===== src/rtl/reg_bank.sv =====
// General-purpose register file: 2**ADDR_WIDTH x DATA_WIDTH, one write port, one read port, r0 reads zero.
// Latency: write lands on the rising edge and is visible right after it; read is combinational (0 cycles).
// Backpressure: none; a write is accepted on every edge where en is high, with no stall or ready.
module reg_bank #(
    parameter int DATA_WIDTH = 32,
    parameter int ADDR_WIDTH = 5
) (
    input  logic                  clk,
    input  logic                  en,
    input  logic [ADDR_WIDTH-1:0] read_reg,
    output logic [DATA_WIDTH-1:0] read_data,
    input  logic [ADDR_WIDTH-1:0] write_reg,
    input  logic [DATA_WIDTH-1:0] write_data,
    input  logic                  rst_n
);

    localparam int DEPTH = 2 ** ADDR_WIDTH;

    // Entry 0 is kept in the array so every index maps directly; it is only
    // ever cleared by reset, and the read mux forces zero for index 0 anyway.
    logic [DATA_WIDTH-1:0] r_regs [0:DEPTH-1];

    logic w_wr_hit;

    // A write is real only when enabled and aimed at a non-zero index.
    always_comb begin
        w_wr_hit = en && (write_reg != '0);
    end

    // Storage update: reset wins over a write presented in the same cycle.
    always_ff @(posedge clk) begin
        if (!rst_n) begin
            for (int i = 0; i < DEPTH; i++) begin
                r_regs[i] <= '0;
            end
        end else if (w_wr_hit) begin
            r_regs[write_reg] <= write_data;
        end
    end

    // Combinational read with no write-through bypass: same-index reads see the
    // old value until the edge that performs the write.
    always_comb begin
        read_data = '0;
        if (read_reg != '0) begin
            read_data = r_regs[read_reg];
        end
    end

endmodule


===== config.mk =====
export PLATFORM = sky130hd
export DESIGN_NAME = reg_bank
export DESIGN_NICKNAME = d
export VERILOG_FILES = /design/src/rtl/reg_bank.sv
export SDC_FILE = /design/constraint.sdc
export NUM_CORES = 1
export LEC_CHECK = 0
export ABC_AREA = 1
export CAP_MARGIN = 30
export CORE_UTILIZATION = 60
export DETAILED_ROUTE_END_ITERATION = 8
export HOLD_SLACK_MARGIN = 0.15
export PLACE_DENSITY_LB_ADDON = 0.05
export SETUP_SLACK_MARGIN = 0.15
export SYNTH_ARGS = -nofsm -noshare
export SYNTH_HDL_FRONTEND = slang
export SYNTH_SLANG_ARGS = --single-unit

===== constraint.sdc =====
create_clock -name clk -period 7.05 [get_ports clk]
set_input_delay 1.41 -clock clk [delete_from_list [all_inputs] [get_ports clk]]
set_output_delay 1.41 -clock clk [all_outputs]
set_load 0.03 [all_outputs]

==> results of run 1 <==
[logic make-up after synthesis]
group	Yosys count	share of synthesized area
flip-flops	1024	0.6669
buffers and inverters	462	0.04236
other	1	0.00008134
AND/OR/NAND/NOR	3216	0.2806
AO/OA/AOI/OAI	92	0.009987
[routing by layer]
layer / share of wire / routed length [um] / vias to the layer above / GRT usage
li1: - / - / 15720 / -
met1: 0.38 / 53080 / 16820 / 0.5016
met2: 0.46 / 64150 / 2251 / 0.5606
met3: 0.12 / 16590 / 301 / 0.06192
met4: 0.037 / 5171 / 0 / 0.1454
met5: 0 / 0 / - / 0
[stage by stage]
| step | instances | total power [mW] | utilization | hold WS [ps] |
|---|---|---|---|---|
| after global placement | 5623 | 8.431 | 0.6241 | 2121 |
| final | 5838 | 14.08 | 0.6776 | 1495 |
| after CTS | 5838 | 14.08 | 0.6776 | 1448 |
| after global routing | 5838 | 14.46 | 0.6776 | 1488 |
| after floorplan | 4826 | 7.971 | - | 1649 |
| after detailed placement | 5648 | 8.486 | 0.6317 | 2121 |
[cell usage after synthesis (all sizes together)]
cell type,number
nor3,8
nand2,1315
o21ai,90
conb,1
inv,47
edfxtp,1024
nor2,1208
buf,195
nand3,685
a21oi,2
clkbuf,219
clkinv,1
[cell type report]
class / count / area, um2
Sequential cell: 1024 / 30750
Inverter: 48 / 200.2
Fill cell: 5926 / 24490
Tap cell: 1030 / 1289
Clock inverter: 61 / 684.4
Timing Repair Buffer: 206 / 2177
Clock buffer: 129 / 2803
Multi-Input combinational cell: 3340 / 13560
[worst max path at each step]
stage	from	endpoint	slack, ps	cells after the start
after floorplan	read_reg[0]	read_data[1]	2780	11
after global placement	read_reg[0]	read_data[20]	1240	12
after detailed placement	read_reg[0]	read_data[20]	1250	13
after CTS	read_reg[0]	read_data[20]	1210	13
after global routing	read_reg[0]	read_data[20]	1040	13
final	read_reg[0]	read_data[20]	1060	13
[power by group through the flow]
stage,Sequential (mW),Combinational (mW),Clock (mW)
floorplan,7.22,0.756,0
global placement,7.23,1.20,0
detailed placement,7.23,1.25,0
CTS,7.10,1.26,5.72
global route,7.13,1.37,5.96
finish,7.11,1.28,5.70
==> results by group, run 1 <==
Setup path
  • Top delay family on crit path: buffers and inverters
  • CP max stage cell: buf_16
  • Critical path arrival: 4580 ps
  • Crit path max fanout: 121
  • CP Class: input pin to output port
  • Critical Path Most Common Cell: nand2_1
  • Largest stage delay on the critical path: 420 ps
  • Worst path required time: 5640 ps
  • CP startpoint kind: input pin
  • Worst path cell trace: buf_8, inv_8, buf_16, buf_12, nand2_1, nand3_1, nand3_1, nand2_1, nand2_1, nand3_1, nand2_1, nor2_1, buf_4
  • Critical Path Sink Type: output port
  • Buffer and inverter count on the worst path: 5

STA
  • Fin. max-slew vios: 0
  • Fin Setup TNS: 0 ps
  • Crit share post-route: 0.8501
  • Setup ws final: 1057 ps
  • Min cycle time layout: 5993 ps
  • RSZ-0062 raised after global routing: false
  • Fmax: 166.9 MHz
  • Final Hold Fails: 0
  • Worst Tran Pin Value: 1098 ps
  • Final setup fails: 0
  • Slew margin rel.: 0.2677

Yosys
  • Synth warn: 0
  • Post-Syn Instances: 4795
  • Synthesis-stage register bit count: 1024
  • Top-area cell type share of the netlist area: 0.6669
  • Post-synthesis sequential area ratio: 0.6669
  • Post-synth top area cell: edfxtp_1
  • Top post-synthesis cells by area: edfxtp_1 (67%), nand2_1 (11%), nor2_1 (9.8%)
  • Yosys cell types: 15
  • Cell Area, Synth: 46110 um2
  • Syn_area_per_cell: 9.615 um2

Final layout
  • Max reg flops: 1024
  • Most common cell after layout, fill and taps aside: nand2_1
  • Area added between synthesis and finish: 11.62%
  • Finished Cell Area: 51460 um2
  • Share of cells above drive strength 1: 0.06905
  • Antenna diodes: 0
  • Most frequent cells in the layout: nand2_1 (1299), nor2_1 (1208), edfxtp_1 (1024)
  • Net count, final: 4770
  • Regs by FF count: r_regs x1024
  • Biggest register: r_regs

Place
  • GP Congestion: 0.8434
  • DP Area: 47970 um2
  • Dpl hpwl: 72270 um
  • Port Buffers: 76
  • Dpl ws: 1252 ps

Route
  • Routed wire length: 139000 um
  • Drt wl/cell: 23.81 um
  • DR pass1 iterations: 6
  • Number of DRC markers in iteration 0: 4824
  • Vias post-DR: 35090
  • Drt drc: 0
  • Vias/cell: 6.011
  • DRT antenna net count: 0

Clock tree
  • CTS buffer count: 105
  • Post_cts resized: 0
  • Cts hold-fix bufs: 0
  • H-tree depth: 3
  • Sink Count: 1024
  • Post-CTS Setup Inserts: 0
  • Worst-path clk slew: 60 ps
  • CTS tree: yes
  • Root buffer cell: clkbuf_16
  • CTS Buffer Depth: 3

Global route
  • Tot GR Track Use: 0.3584
  • Vias in the first global route: 33180
  • Largest net degree at the start of global routing: 172
  • First-pass GRT wire length: 206400 um
  • Initial antenna violation count: 0
  • Grt ovf: 0

Die
  • Num rows: 101
  • # IOs: 77
  • Die area: 77960 um2
  • Die H: 279.2 um
  • Die X-Extent: 279.2 um
  • Initial Utilization: 0.6071
  • Core ar.: 75950 um2

Status
  • Status: finished, final reports clean

Power and ir drop
  • NetSw: 3.340 mW
  • Internal cell power: 10.74 mW
  • Power Density: 273.6 nW/um2
  • Clk pwr share: 0.404
  • Switch share: 0.2371
  • Comb pwr share: 0.091
  • Reg power frac: 0.505
  • LEAKAGE: 20.41 nW
  • Peak supply drop: 0.1983 mV

Worst hold path
  • Hold_sp: rst_n
  • Hold crit path type: input pin to register
  • Hold endpoint: r_regs[7][21]$_SDFFCE_PN0P_
  • Worst hold stages: 3

Job
  • # Max-Cap Violations: 0
Power figures use the tool's default switching activity.
==> run 2, diff against run 1 <==
- SLEW_MARGIN: unset -> 25
==> results by group, run 2 (synthesis gave the netlist of run 1 again) <==
Status
  • Status: finished, final reports clean

Global route
  • Vias in the first global route: 33430
  • Tot GR Track Use: 0.3601
  • Largest net degree at the start of global routing: 172
  • Initial antenna violation count: 2
  • Grt ovf: 0
  • First-pass GRT wire length: 207400 um

Die
  • # IOs: 77
  • Core ar.: 75950 um2
  • Num rows: 101
  • Die area: 77960 um2
  • Die X-Extent: 279.2 um
  • Initial Utilization: 0.6071
  • Die H: 279.2 um

Route
  • Drt wl/cell: 24.00 um
  • Vias/cell: 6.007
  • Number of DRC markers in iteration 0: 4974
  • Drt drc: 0
  • Routed wire length: 139900 um
  • DR pass1 iterations: 6
  • DRT antenna net count: 0
  • Vias post-DR: 35020

Power and ir drop
  • Reg power frac: 0.505
  • Power Density: 274.8 nW/um2
  • Pwr Total: 14.06 mW
  • Clk pwr share: 0.405
  • Switch share: 0.2410
  • Peak supply drop: 0.2625 mV
  • Comb pwr share: 0.090
  • Internal cell power: 10.67 mW
  • NetSw: 3.389 mW
  • LEAKAGE: 20.28 nW

Clock tree
  • Sink Count: 1024
  • Post-CTS Setup Inserts: 0
  • CTS buffer count: 106
  • CTS Buffer Depth: 3
  • H-tree depth: 3
  • Cts hold-fix bufs: 0
  • CTS tree: yes
  • Worst-path clk slew: 60 ps
  • Root buffer cell: clkbuf_16
  • Post_cts resized: 0

Final layout
  • Net count, final: 4756
  • Biggest register: r_regs
  • Finished Layout Cells: 5830
  • Share of cells above drive strength 1: 0.07021
  • Most frequent cells in the layout: nand2_1 (1299), nor2_1 (1208), edfxtp_1 (1024)
  • Antenna diodes: 0
  • Fill cells: 5899
  • Regs by FF count: r_regs x1024
  • Area added between synthesis and finish: 10.98%
  • Max reg flops: 1024
  • Most common cell after layout, fill and taps aside: nand2_1

STA
  • Worst Tran Pin Value: 1146 ps
  • Fin Setup TNS: 0 ps
  • Slew margin rel.: 0.2359
  • Fmax: 163.9 MHz
  • Min cycle time layout: 6102 ps
  • Final Hold Fails: 0
  • Worst hold slack: 1522 ps
  • RSZ-0062 raised after global routing: false
  • Crit share post-route: 0.8655
  • Fin. max-slew vios: 0
  • Final setup fails: 0

Setup path
  • CP Class: input pin to output port
  • Worst path required time: 5640 ps
  • CP startpoint kind: input pin
  • Critical Path Sink Type: output port
  • Critical Path Start: read_reg[0]
  • Worst Setup EP: read_data[20]
  • Critical path arrival: 4690 ps
  • Crit path max fanout: 102

Place
  • GP Congestion: 0.8434
  • Placed Cells: 5632
  • Port Buffers: 76
  • Dpl hpwl: 70750 um

Worst hold path
  • Hold crit path type: input pin to register
  • Hold_sp: rst_n

Job
  • # Max-Cap Violations: 0
-- run 2: cell count changes in the layout (fill, tap and decap cells not counted), moves of 2 or more --
cell       previous run  this run
clkinv_2             17        32
buf_12               21        11
nand2_2              16         6
nand2_4               0        10
clkinv_1             25        18
buf_16               12         6
inv_1                44        38
inv_2                 1         7
bufinv_16            16        13
clkbuf_16           109       111
-- run 2: final cells by class --
type	count	area (um2)	share of cell area
Clock inverter	66	641.9	0.01254
Sequential cell	1024	30750	0.6009
Timing Repair Buffer	191	1827	0.03570
Tap cell	1030	1289	0.02519
Inverter	48	200.2	0.003912
Multi-Input combinational cell	3340	13610	0.2660
Clock buffer	131	2853	0.05575
-- run 2: power groups by stage --
stage	sequential [mW]	clock, mW	combinational, mW
after global placement	7.23	0	1.20
after detailed placement	7.23	0	1.23
final	7.11	5.69	1.26
after floorplan	7.22	0	0.756
after global routing	7.14	5.94	1.35
after CTS	7.11	5.70	1.24
-- run 2: worst max-delay path, stage by stage --
cell and delay, ps:
buf_8 200, inv_8 550, buf_16 370, buf_12 360, nand2_1 80, nand3_1 80
nand3_1 120, nand2_1 160, nand2_1 70, nand3_1 230, nand2_1 70, nor2_1 370
buf_4 240
-- run 2: stage by stage --
stage          utilization  setup slack, ps  cell area, um2
2_1_floorplan            -             2776           46220
3_3_place_gp        0.6241             1243           47400
3_5_place_dp        0.6275             1207           47660
4_1_cts             0.6735             1179           51150
5_1_grt             0.6737            959.8           51170
6_report            0.6737            948.2           51170
-- run 2: worst min path at each step --
stage               depth (start not counted)                          end  slack, ps
finish                                      3  r_regs[7][21]$_SDFFCE_PN0P_       1520
global route                                3  r_regs[7][21]$_SDFFCE_PN0P_       1510
CTS                                         3  r_regs[7][21]$_SDFFCE_PN0P_       1480
detailed placement                          3  r_regs[7][21]$_SDFFCE_PN0P_       2170
global placement                            3  r_regs[7][21]$_SDFFCE_PN0P_       2120
floorplan                                   2  r_regs[1][31]$_SDFFCE_PN0P_       1650
-- run 2: metal layers --
metal | vias to the layer above | share of wire | global-route usage
met5 | - | 0.000057 | 0
met4 | 2 | 0.036 | 0.1455
met3 | 314 | 0.12 | 0.06719
met2 | 2247 | 0.46 | 0.5644
met1 | 16780 | 0.38 | 0.4995
li1 | 15680 | - | -
